[config.mk]
export PLATFORM = sky130hd
export DESIGN_NAME = riscv_fetch_unit
export DESIGN_NICKNAME = d
export VERILOG_FILES = /design/src/rtl/riscv_fetch_unit.sv
export SDC_FILE = /design/constraint.sdc
export NUM_CORES = 1
export LEC_CHECK = 0
export CAP_MARGIN = 20
export CELL_PAD_IN_SITES_DETAIL_PLACEMENT = 1
export CELL_PAD_IN_SITES_GLOBAL_PLACEMENT = 2
export CORE_MARGIN = 4
export CORE_UTILIZATION = 40
export DETAILED_ROUTE_END_ITERATION = 8
export GPL_ROUTABILITY_DRIVEN = 0
export GPL_TIMING_DRIVEN = 0
export MAX_ROUTING_LAYER = met4
export PLACE_DENSITY = 0.81
export SLEW_MARGIN = 10
export SYNTH_ARGS = -nofsm -noshare
export SYNTH_HDL_FRONTEND = slang
export SYNTH_SLANG_ARGS = --single-unit
[constraint.sdc]
create_clock -name clk -period 3.4 [get_ports clk]
set_input_delay 0.68 -clock clk [delete_from_list [all_inputs] [get_ports clk]]
set_output_delay 0.68 -clock clk [all_outputs]
set_load 0.01 [all_outputs]
[src/rtl/riscv_fetch_unit.sv]
// riscv_fetch_unit: registered-PC instruction fetch front end with a
// prefetch FIFO between a 1-cycle synchronous imem and the decoder.
//
// Ports:
//   clk, rst_n          clock, async active-low reset
//   imem_req/addr       read request and word-aligned address
//   imem_rdata/rvalid   read response, 1 cycle after each request
//   redirect_valid/pc   flush FIFO and restart fetch at redirect_pc
//   halt                stop issuing new requests
//   inst_valid/ready    decoder handshake on the FIFO head
//   inst_data/pc        head instruction and its PC (0 when empty)
//   fifo_count          registered FIFO occupancy
module riscv_fetch_unit #(
    parameter int unsigned     XLEN       = 32,
    parameter logic [XLEN-1:0] RESET_PC   = '0,
    parameter int unsigned     FIFO_DEPTH = 4
) (
    input  logic                        clk,
    input  logic                        rst_n,
    output logic                        imem_req,
    output logic [XLEN-1:0]             imem_addr,
    input  logic [31:0]                 imem_rdata,
    input  logic                        imem_rvalid,
    input  logic                        redirect_valid,
    input  logic [XLEN-1:0]             redirect_pc,
    input  logic                        halt,
    output logic                        inst_valid,
    input  logic                        inst_ready,
    output logic [31:0]                 inst_data,
    output logic [XLEN-1:0]             inst_pc,
    output logic [$clog2(FIFO_DEPTH):0] fifo_count
);

    localparam int unsigned PW = $clog2(FIFO_DEPTH);
    localparam int unsigned CW = PW + 1;

    localparam logic [XLEN-1:0] PC_MASK = {{(XLEN-2){1'b1}}, 2'b00};
    localparam logic [XLEN-1:0] RST_PC  = RESET_PC & PC_MASK;
    localparam logic [CW-1:0]   DEPTH_C = CW'(FIFO_DEPTH);
    localparam logic [CW:0]     CREDITS = (CW+1)'(FIFO_DEPTH);

    // Fetch state
    logic [XLEN-1:0] fetch_pc_q;
    logic [XLEN-1:0] fetch_pc_d;
    logic [XLEN-1:0] req_pc_q;
    logic [XLEN-1:0] req_pc_d;
    logic            inflight_q;
    logic            inflight_d;

    // FIFO state
    logic [PW-1:0]   wr_ptr_q;
    logic [PW-1:0]   wr_ptr_d;
    logic [PW-1:0]   rd_ptr_q;
    logic [PW-1:0]   rd_ptr_d;
    logic [CW-1:0]   count_q;
    logic [CW-1:0]   count_d;
    logic [31:0]     data_q [FIFO_DEPTH];
    logic [XLEN-1:0] pc_q   [FIFO_DEPTH];

    logic [CW:0]     credit_used;
    logic            fifo_full;
    logic            fifo_empty;
    logic            rsp_accept;
    logic            push;
    logic            pop;

    // A slot is reserved for the outstanding response, so a request only
    // issues when buffered entries plus the in-flight one leave room.
    assign credit_used = {1'b0, count_q} + (CW+1)'(inflight_q);
    assign fifo_full   = (count_q == DEPTH_C);
    assign fifo_empty  = (count_q == '0);

    assign imem_req = rst_n
                    && !redirect_valid
                    && !halt
                    && (credit_used < CREDITS);
    assign imem_addr = fetch_pc_q;

    // Only responses to our own request are accepted; this also drops a
    // stray rvalid in the first cycle after reset (inflight is 0 then).
    assign rsp_accept = imem_rvalid && inflight_q && !redirect_valid;
    assign push       = rsp_accept && !fifo_full;
    assign pop        = !fifo_empty && inst_ready && !redirect_valid;

    // Next-state logic
    always_comb begin
        fetch_pc_d = fetch_pc_q;
        req_pc_d   = req_pc_q;
        inflight_d = inflight_q;
        wr_ptr_d   = wr_ptr_q;
        rd_ptr_d   = rd_ptr_q;
        count_d    = count_q;

        if (redirect_valid) begin
            fetch_pc_d = redirect_pc & PC_MASK;
            inflight_d = 1'b0;
            wr_ptr_d   = '0;
            rd_ptr_d   = '0;
            count_d    = '0;
        end else begin
            if (imem_req) begin
                fetch_pc_d = fetch_pc_q + XLEN'(4);
                req_pc_d   = fetch_pc_q;
                inflight_d = 1'b1;
            end else if (imem_rvalid && inflight_q) begin
                inflight_d = 1'b0;
            end

            if (push) begin
                wr_ptr_d = wr_ptr_q + PW'(1);
            end
            if (pop) begin
                rd_ptr_d = rd_ptr_q + PW'(1);
            end

            unique case (1'b1)
                push && !pop: count_d = count_q + CW'(1);
                pop && !push: count_d = count_q - CW'(1);
                default:      count_d = count_q;
            endcase
        end
    end

    // State registers
    always_ff @(posedge clk or negedge rst_n) begin
        if (!rst_n) begin
            fetch_pc_q <= RST_PC;
            req_pc_q   <= RST_PC;
            inflight_q <= 1'b0;
            wr_ptr_q   <= '0;
            rd_ptr_q   <= '0;
            count_q    <= '0;
        end else begin
            fetch_pc_q <= fetch_pc_d;
            req_pc_q   <= req_pc_d;
            inflight_q <= inflight_d;
            wr_ptr_q   <= wr_ptr_d;
            rd_ptr_q   <= rd_ptr_d;
            count_q    <= count_d;
        end
    end

    // Payload storage needs no reset: entries are only visible via count.
    always_ff @(posedge clk) begin
        if (push) begin
            data_q[wr_ptr_q] <= imem_rdata;
            pc_q[wr_ptr_q]   <= req_pc_q;
        end
    end

    // First-word fall-through head, zeroed when empty
    assign inst_valid = !fifo_empty;
    assign inst_data  = inst_valid ? data_q[rd_ptr_q] : '0;
    assign inst_pc    = inst_valid ? pc_q[rd_ptr_q] : '0;
    assign fifo_count = count_q;

`ifndef SYNTHESIS
    // The credit scheme makes a push into a full FIFO impossible.
    always_ff @(posedge clk) begin
        if (rst_n) begin
            assert (!(rsp_accept && fifo_full));
        end
    end
`endif

endmodule

==> qor.txt, run 1 <==
setup bufs post-CTS: 0
Worst Tran Pin Value: 724.5 ps
grt ovf: 0
top post-synthesis cells by area: edfxtp_1 58%, dfrtp_1 13%, mux4_2 11%, nand2_1 3.8%, and2_1 3.4%
Pleak: 5.730 nW
Avg Cell Area, Syn: 16.06 sq um
r2r worst-path depth: 9
Synth warnings: 0
Fin Hold WS: 41.08 ps
final hold vios: 0
worst skew pair latency: 510 ps
outcome: finished, final reports clean
RSZ-0062 raised after global routing: false
vias in the first global route: 8267
setup ws final: 141.3 ps
Clock Sinks: 316
drt total wl: 30.51 mm
FP Rows: 65
Setup TNS: 0 ps
Synth top area share: 58.17%
Design Area, Final: 16300 sq um
IO Pins: 171
largest net degree at the start of global routing: 49
Post-synth EDFFs: 248
async set-reset flop share out of synthesis: 21.52%
commonest non-fill, non-tap cell in the layout: edfxtp_1
WL met1: 14.09 mm
# fillers: 3070
max frequency: 306.9 MHz
Core Region: 31560 sq um
die width: 186.9 microns
slew margin rel.: 51.41%
# DRC: 0
Starting DRT DRC Count: 466
Max Cap Viol: 0
clk buf depth: 3
H-tree depth: 2
via-per-instance ratio: 5.239
Chip Height: 186.9 microns
CP Cell Sequence: or3_4, buf_4, clkbuf_2, and2_1, clkdlybuf4s50_1
min Tclk post-route: 3259 ps
Vias: 7492
highest-delay cell along the critical path: clkdlybuf4s50_1
Antenna Cells: 0
VDD IR max: 0.2795 mV
most frequent cells in the layout: 248 x edfxtp_1, 161 x clkdlybuf4s50_1, 130 x nand2_1
crit-path max cell delay: 530 ps
highest routed layer: met4
Clock Pin Slew Worst Setup and Hold Paths: 60 ps
Req. time, crit path: 2720 ps
Final Skew: 19.21 ps
die area: 34930 sq um
Seq/Total Area, Yosys: 71.46%
post-detailed-route count of antenna-violating nets: 0
sequential standard cell area: 9154 sq um
Critical Path Start Type: flip-flop
P&R area growth vs syn: 27.36%
first-pass GRT wire length: 48.19 mm
TritonCTS Buffers: 35
drt wl/cell: 21.34 microns
pwr/cell area: 600.9 nW/um^2
Multi-input gate area: 3437 sq um
clock tree from TritonCTS: yes
Hold Crit Class: in2async
TritonRoute pass-1 iters: 5
CP arrival: 2580 ps
Port Buf Inserts: 164
Synth area leader: edfxtp_1
post-synthesis register bit count: 316
synthesized area: 12800 sq um
Met3 Wirelength: 1.194 mm
nets: 1079
Pins Over Slew Limit: 0
Mapped Cells: 797
share of layout cells above drive strength 1: 15.86%
DP Wirelength: 20.22 mm
largest fanout on the critical path: 10
Crit Path Class: reg2out
Worst Setup End Kind: output port
final period utilization: 95.84%
root buf cell: clkbuf_16
Finish-stage setup viols: 0
DP Area: 15100 sq um
Most used DFF post-synth: edfxtp_1
initial antenna violation count: 0
Initial Util: 40.57%
distinct cell type count after synthesis: 52
gr usage total: 17.99%
Post-Place Worst Slack: -546.0 ps
metal2 WL: 14.85 mm
Power Total: 0.009797 W
[per-stage QoR]
stage | std cells | util (%)
final | 1430 | 51.67
after floorplan | 800 | -
after detailed placement | 1371 | 47.84
after global routing | 1430 | 51.67
after global placement | 1366 | 47.40
after CTS | 1430 | 51.64
[what timing repair did]
item,in CTS,in global routing
pin swaps,0,0
hold buffers,0,0
resized for setup,21,4
cloned,1,0
setup endpoints to repair,63,53
[cell type report]
| class | count | area share (%) |
|---|---|---|
| well taps | 402 | 3.085 |
| multi-input cells | 430 | 21.08 |
| clock inverters | 19 | 1.251 |
| inverters | 7 | 0.1919 |
| clock buffers | 43 | 5.817 |
| flip-flops and latches | 316 | 56.14 |
| repair buffers | 170 | 11.04 |
| plain buffers | 43 | 1.397 |
[routing by layer]
layer / up-vias / track usage (%)
met1: 3853 / 24.40
met4: 0 / 3.441
met5: - / -
li1: 3437 / -
met3: 29 / 3.024
met2: 173 / 29.30
[path summary, 6_finish.rpt]
check                                     startpoint                        end  slack (ps)
min in group clk            req_pc_q[17]$_DFFE_PN0P_      pc_q[2][17]$_DFFE_PP_         520
hold / removal                                 rst_n  fifo_count[2]$_DFFE_PN0P_          40
setup reg to reg           fifo_count[1]$_DFFE_PN0P_  fifo_count[2]$_DFFE_PN0P_         860
hold reg to reg             req_pc_q[17]$_DFFE_PN0P_      pc_q[2][17]$_DFFE_PP_         520
max in group asynchronous                      rst_n   imem_addr[4]$_DFFE_PN0P_        2760
setup / recovery           fifo_count[1]$_DFFE_PN0P_                inst_pc[17]         140
[sequential cells by signal (all words and copies together), names as in the netlist]
name        count
imem_addr      30
fifo_count      3
rd_ptr_q        2
inflight_q      1
pc_q          120
req_pc_q       30
data_q        128
wr_ptr_q        2
[where the power goes]
group	internal [W]	switching [W]	leakage, nW
clock network	0.00229	0.00147	0.556
registers	0.00439	0.000212	3.10
logic	0.000781	0.000657	2.08
[synthesized netlist by cell type (5+ instances only)]
library cell	instances
inv_1	5
nand2_1	130
nand3_1	19
edfxtp_1	248
a21oi_1	7
o21ai_0	20
dfrtp_1	68
nor2_1	25
nor3_1	7
buf_2	16
a31oi_1	6
buf_4	5
o211ai_1	9
nand4_1	8
ha_1	5
and2_1	70
o311ai_0	9
clkbuf_1	26
mux4_2	62
[worst max-delay path: cells and delay by family (launching register included)]
family	cells	cell delay, ps
and+or+nand+nor	2	630
buffers and inverters	3	960
DFF	1	470
[logic make-up (layout without fill, tap and decap cells)]
logic type | Yosys count | in the layout | synth area share (%)
flops | 316 | 316 | 71.46
simple gates | 276 | 276 | 10.45
compound gates | 73 | 73 | 3.929
mux | 67 | 67 | 11.32
buf+inv | 54 | 282 | 1.896
fa+ha+maj | 6 | 6 | 0.6450
xor+xnor | 4 | 4 | 0.2737
other cells | 1 | 4 | 0.02929
Note: power is estimated with default switching activity, not from simulation.
==> inputs of run 2 (changes only) <==
- CORE_MARGIN: 4 -> default
- PLACE_DENSITY: 0.81 -> 0.78
- clock period: 3.4 -> 3.58 ns (I/O delays scaled with it)
==> qor.txt, run 2 (synthesized netlist as in run 1, its figures left out) <==
final period utilization: 96.35%
FP Rows: 65 (unchanged)
Multi-input gate area: 3437 sq um (unchanged)
CP arrival: 2730 ps (was 2580 ps)
RSZ-0062 raised after global routing: false (unchanged)
setup ws final: 130.7 ps (was 141.3 ps)
clk buf depth: 3 (unchanged)
Crit Path Class: in2out (was reg2out)
Power Total: 0.009159 W (was 0.009797 W)
Max Cap Viol: 0 (unchanged)
pwr/cell area: 564.1 nW/um^2 (was 600.9 nW/um^2)
worst skew pair latency: 500 ps (was 510 ps)
Worst Setup End Kind: output port (unchanged)
slew margin rel.: 51.71% (was 51.41%)
root buf cell: clkbuf_16 (unchanged)
P&R area growth vs syn: 26.83% (was 27.36%)
Initial Util: 40.57% (unchanged)
TritonRoute pass-1 iters: 4 (was 5)
Port Buf Inserts: 164 (unchanged)
max frequency: 289.9 MHz
Worst Tran Pin Value: 720.0 ps (was 724.5 ps)
drt wl/cell: 21.31 microns (was 21.34 microns)
grt ovf: 0 (unchanged)
Core Region: 31560 sq um (unchanged)
Critical Path Start Type: primary input (was flip-flop)
IO Pins: 171 (unchanged)
Setup TNS: 0 ps (unchanged)
Pins Over Slew Limit: 0 (unchanged)
final hold vios: 0 (unchanged)
Post-Place Worst Slack: -481.9 ps (was -546.0 ps)
Finish-stage setup viols: 0 (unchanged)
# DRC: 0 (unchanged)
sequential standard cell area: 9150 sq um (was 9154 sq um)
Worst R2R Setup Slack: 1060 ps (was 860 ps)
DP Wirelength: 20.20 mm (was 20.22 mm)
outcome: finished, final reports clean (unchanged)
# fillers: 3028 (was 3070)
drt total wl: 30.48 mm (was 30.51 mm)
Hold Crit Class: in2async (unchanged)
vias in the first global route: 8061 (was 8267)
most frequent cells in the layout: 248 x edfxtp_1, 162 x clkdlybuf4s50_1, 130 x nand2_1 (was 248 x edfxtp_1, 161 x clkdlybuf4s50_1, 130 x nand2_1)
TritonCTS Buffers: 35 (unchanged)
clock tree from TritonCTS: yes (unchanged)
min Tclk post-route: 3449 ps
gr usage total: 19.78% (was 17.99%)
commonest non-fill, non-tap cell in the layout: edfxtp_1 (unchanged)
via-per-instance ratio: 5.297 (was 5.239)
largest net degree at the start of global routing: 48 (was 49)
Starting DRT DRC Count: 394 (was 466)
r2r worst-path depth: 4 (was 9)
Pleak: 5.708 nW (was 5.730 nW)
largest fanout on the critical path: 15 (was 10)
Req. time, crit path: 2860 ps (was 2720 ps)
die width: 180.9 microns (was 186.9 microns)
Largest regs: data_q: 128 flops, pc_q: 120 flops (unchanged)
Largest Register: data_q (unchanged)
die area: 32720 sq um (was 34930 sq um)
Vias: 7574 (was 7492)
Clock Sinks: 316 (unchanged)
Chip Height: 180.9 microns (was 186.9 microns)
first-pass GRT wire length: 47.80 mm (was 48.19 mm)
R2R Path End: data_q[2][8]$_DFFE_PP_ (was fifo_count[2]$_DFFE_PN0P_)
H-tree depth: 2 (unchanged)
share of layout cells above drive strength 1: 15.95% (was 15.86%)
VDD IR max: 0.3032 mV (was 0.2795 mV)
max FFs per register: 128 (unchanged)
initial antenna violation count: 0 (unchanged)
nets: 1079 (unchanged)
post-detailed-route count of antenna-violating nets: 0 (unchanged)
Reg2Reg Launch Point: fifo_count[1]$_DFFE_PN0P_ (unchanged)
Final Skew: 15.63 ps (was 19.21 ps)
Antenna Cells: 0 (unchanged)
Clock Pin Slew Worst Setup and Hold Paths: 60 ps (about the same)
## run 2: changes by cell type in the layout (fill, tap and decap cells not counted), moves of 4 or more
cell,delta
clkbuf_8,+4
clkinv_2,+6
buf_2,+5
buf_4,-5
## run 2: how the worst max path moves through the flow
| stage | start | to | slack, ps | depth (start not counted) |
|---|---|---|---|---|
| floorplan | redirect_valid | data_q[2][0]$_DFFE_PP_ | 350 | 4 |
| global placement | rst_n | imem_req | -2920 | 7 |
| detailed placement | rst_n | imem_req | -480 | 8 |
| CTS | rd_ptr_q[0]$_DFFE_PN0P_ | inst_pc[12] | 50 | 4 |
| global route | rd_ptr_q[0]$_DFFE_PN0P_ | inst_pc[12] | 10 | 4 |
| finish | redirect_valid | imem_req | 130 | 6 |
## run 2: metrics by stage
step	util, %	instance area, sq um	cells	hold WS, ps
2_1_floorplan	-	12810	800	420.4
3_3_place_gp	47.40	14960	1366	493.0
3_5_place_dp	47.82	15090	1371	515.1
4_1_cts	51.46	16240	1430	69.28
5_1_grt	51.46	16240	1430	87.28
6_report	51.46	16240	1430	89.35
## run 2: cell type report
cell class / instances / area share (%)
clock buffer: 45 / 6.134
sequential: 316 / 56.35
clock inverter: 17 / 0.7089
buffer: 43 / 1.302
tap: 402 / 3.098
timing repair buffer: 170 / 11.04
multi-input combinational: 430 / 21.17
inverter: 7 / 0.1926
## run 2: power by group
group	switching (W)	internal, W	leakage, nW
logic	0.000617	0.000729	2.06
registers	0.000203	0.00417	3.10
clock network	0.00141	0.00204	0.550
total	0.00223	0.00693	5.71
## run 2: what timing repair did
item	in CTS	in global routing
hold buffers	0	0
resized for setup	12	0
setup endpoints to repair	60	0
setup buffers	0	0
## run 2: metal layers
metal  routed length (microns)  vias to the layer above  share of wire, %  global-route usage (%)
li1                          -                     3443                 -                       -
met1                     13970                     3908                46                   26.73
met2                     14890                      183                49                   31.75
met3                      1125                       40               3.7                   2.882
met4                       499                        0               1.6                   4.615
met5                         0                        -                 0                       -
## run 2: critical path, stage by stage
cell	delay, ps
clkdlybuf4s50_1	500
or4b_1	570
a31o_2	290
clkinv_4	140
buf_4	190
dlygate4sd2_1	320
==> inputs of run 3 (changes only) <==
- ABC_AREA: default -> 1
- CORE_UTILIZATION: 40 -> 36
- PLACE_DENSITY: 0.78 -> 0.77
- SLEW_MARGIN: 10 -> default
==> qor.txt, run 3 <==
nets: 1543 (was 1079)
Hold Crit Class: in2async (unchanged)
Worst Tran Pin Value: 731.3 ps (was 720.0 ps)
clock tree from TritonCTS: yes (unchanged)
Largest regs: data_q: 128 flops, pc_q: 120 flops (unchanged)
Crit Path Class: reg2out (was in2out)
top post-synthesis cells by area: edfxtp_1 55%, dfrtp_1 13%, nor2_1 8.2%, o21ai_0 5.5%, nand2_1 4.6% (was edfxtp_1 58%, dfrtp_1 13%, mux4_2 11%, nand2_1 3.8%, and2_1 3.4%)
Antenna Cells: 0 (unchanged)
Pins Over Slew Limit: 0 (unchanged)
Synth warnings: 0 (unchanged)
setup bufs post-CTS: 0 (unchanged)
Final Skew: 14.64 ps (was 15.63 ps)
Starting DRT DRC Count: 419 (was 394)
Chip Height: 195.2 microns (was 180.9 microns)
placed insts: 1897 (was 1371)
Synth area leader: edfxtp_1 (unchanged)
sequential standard cell area: 9149 sq um (was 9150 sq um)
Post-synth EDFFs: 248 (unchanged)
Compound-Gate Fraction of Synth Area: 8.990% (was 3.929%)
Critical Path Start Type: flip-flop (was primary input)
P&R area growth vs syn: 27.03% (was 26.83%)
TritonRoute pass-1 iters: 4 (unchanged)
Cell Count, Final, Fillers Out: 1961 (was 1430)
Fin Hold WS: 52.46 ps (was 89.35 ps)
pwr/cell area: 682.3 nW/um^2 (was 564.1 nW/um^2)
via-per-instance ratio: 4.979 (was 5.297)
Core Region: 36700 sq um (was 31560 sq um)
Seq/Total Area, Yosys: 68.12% (was 71.46%)
Req. time, crit path: 2860 ps (about the same)
cells resized by post-CTS repair: 4 (was 12)
final hold vios: 0 (unchanged)
multiplexer share of the synthesized area: 0% (was 11.32%)
Vias: 9764 (was 7574)
Initial Util: 36.60% (was 40.57%)
min Tclk post-route: 3434 ps (was 3449 ps)
grt ovf: 0 (unchanged)
largest net degree at the start of global routing: 58 (was 48)
post-detailed-route count of antenna-violating nets: 0 (unchanged)
Synth top area share: 55.45% (was 58.17%)
Power Total: 0.01164 W (was 0.009159 W)
# hold bufs at CTS: 0 (unchanged)
worst skew pair latency: 530 ps (was 500 ps)
Clock Sinks: 316 (unchanged)
Worst Setup End Kind: output port (unchanged)
slew margin rel.: 51.13% (was 51.71%)
drt total wl: 37.92 mm (was 30.48 mm)
most frequent cells in the layout: 291 x nor2_1, 248 x edfxtp_1, 166 x nand2_1 (was 248 x edfxtp_1, 162 x clkdlybuf4s50_1, 130 x nand2_1)
max FFs per register: 128 (unchanged)
VDD IR max: 0.3563 mV (was 0.3032 mV)
largest fanout on the critical path: 10 (was 15)
gr usage total: 20.69% (was 19.78%)
Design Area, Final: 17060 sq um (was 16240 sq um)
share of layout cells above drive strength 1: 9.444% (was 15.95%)
drt wl/cell: 19.34 microns (was 21.31 microns)
Port Buf Inserts: 163 (was 164)
FP Rows: 70 (was 65)
# DRC: 0 (unchanged)
Mapped Cells: 1253 (was 797)
initial antenna violation count: 0 (unchanged)
Synth Area in Adders: 0.6149% (was 0.6450%)
DP Wirelength: 25.48 mm (was 20.20 mm)
synthesized area: 13430 sq um (was 12800 sq um)
RSZ-0062 raised after global routing: false (unchanged)
IO Pins: 171 (unchanged)
Most used DFF post-synth: edfxtp_1 (unchanged)
TritonCTS Buffers: 36 (was 35)
post-synthesis register bit count: 316 (unchanged)
CP arrival: 2720 ps (was 2730 ps)
max frequency: 291.2 MHz (was 289.9 MHz)
H-tree depth: 2 (unchanged)
DP Area: 15920 sq um (was 15090 sq um)
Clock Pin Slew Worst Setup and Hold Paths: 60 ps (about the same)
commonest non-fill, non-tap cell in the layout: nor2_1 (was edfxtp_1)
final period utilization: 95.92% (was 96.35%)
outcome: finished, final reports clean (unchanged)
Multi-input gate area: 3782 sq um (was 3437 sq um)
distinct cell type count after synthesis: 35 (was 52)
clk buf depth: 3 (unchanged)
simple-gate area share of the yosys netlist: 17.74% (was 10.45%)
async set-reset flop share out of synthesis: 21.52% (unchanged)
Avg Cell Area, Syn: 10.72 sq um (was 16.06 sq um)
# fillers: 4010 (was 3028)
Pleak: 6.301 nW (was 5.708 nW)
vias in the first global route: 10240 (was 8061)
count leader, synth: nor2_1 (was edfxtp_1)
r2r worst-path depth: 7 (was 4)
Finish-stage setup viols: 0 (unchanged)
die area: 38080 sq um (was 32720 sq um)
root buf cell: clkbuf_16 (unchanged)
first-pass GRT wire length: 58.75 mm (was 47.80 mm)
Largest Register: data_q (unchanged)
Synth top cells by count: 295 x nor2_1, 248 x edfxtp_1, 166 x nand2_1 (was 248 x edfxtp_1, 130 x nand2_1, 70 x and2_1)
largest family of logic cells by synthesized area: simple AND/OR/NAND/NOR gates (was multiplexers)
Max Cap Viol: 0 (unchanged)
Post-Synth XOR/XNOR Area: 0.4565% (was 0.2737%)
die width: 195.2 microns (was 180.9 microns)
==> run 3: cell count changes in the layout (fill, tap and decap cells not counted), moves of 36 or more <==
| cell | before | now |
|---|---|---|
| mux4_2 | 62 | 0 |
| nor2_1 | 25 | 291 |
| o21ai_0 | 20 | 147 |
| and2_1 | 66 | 0 |
| nand2_1 | 130 | 166 |
| nand3_1 | 19 | 57 |
| inv_1 | 5 | 49 |
| a21oi_1 | 7 | 63 |
==> run 3: power breakdown <==
part / switching, W / total (W) / internal [W]
Combinational: 0.00198 / 0.00346 / 0.00147
Sequential: 0.000332 / 0.00469 / 0.00436
Clock: 0.00146 / 0.00349 / 0.00204
Total: 0.00377 / 0.0116 / 0.00787
==> run 3: logic make-up (layout without fill, tap and decap cells) <==
| logic type | count (synthesis) | in the layout |
|---|---|---|
| fa+ha+maj | 6 | 6 |
| xor+xnor | 7 | 7 |
| other cells | 1 | 4 |
| flops | 316 | 316 |
| compound gates | 238 | 238 |
| buf+inv | 122 | 359 |
| simple gates | 563 | 563 |
==> run 3: routing by layer <==
layer	share of wire [%]	track usage [%]	vias to the layer above
li1	-	-	4704
met1	47	27.40	4794
met2	47	33.74	212
met3	4.0	2.608	54
met4	2.1	5.249	0
met5	0	-	-
==> run 3: area by class of cell <==
| type | instances | area share (%) |
|---|---|---|
| Sequential cell | 316 | 53.63 |
| Clock buffer | 46 | 5.559 |
| Multi-Input combinational cell | 818 | 22.17 |
| Tap cell | 468 | 3.432 |
| Timing Repair Buffer | 173 | 10.90 |
| Clock inverter | 18 | 1.041 |
| Buffer | 68 | 2.061 |
| Inverter | 54 | 1.210 |
==> run 3: final timing paths <==
path                                           startpoint                        end  slack (ps)
max in group asynchronous                           rst_n  fifo_count[0]$_DFFE_PN0P_        2950
worst min-delay path                                rst_n   imem_addr[5]$_DFFE_PN0P_          50
worst max register to register  fifo_count[0]$_DFFE_PN0P_    data_q[1][14]$_DFFE_PP_        1230
worst min register to register    req_pc_q[4]$_DFFE_PN0P_       pc_q[2][4]$_DFFE_PP_         510
worst max-delay path              rd_ptr_q[0]$_DFFE_PN0P_                inst_pc[18]         150
min in group clk                  req_pc_q[4]$_DFFE_PN0P_       pc_q[2][4]$_DFFE_PP_         510
==> run 3: stage by stage <==
stage               util [%]  setup TNS [ps]  setup WS [ps]
finish                 46.49               0          146.1
global route           46.49               0          2.742
CTS                    46.45               0        0.01421
detailed placement     43.37               0          223.5
global placement       42.67         -982590          -3424
floorplan                  -         -161140         -649.7
==> run 3: critical path, cell delays in order, from the launching register on <==
cell	delay, ps
dfrtp_1	370
buf_6	160
clkinv_2	150
buf_4	230
clkbuf_2	270
o21ai_0	140
a21oi_1	270
clkdlybuf4s50_1	590
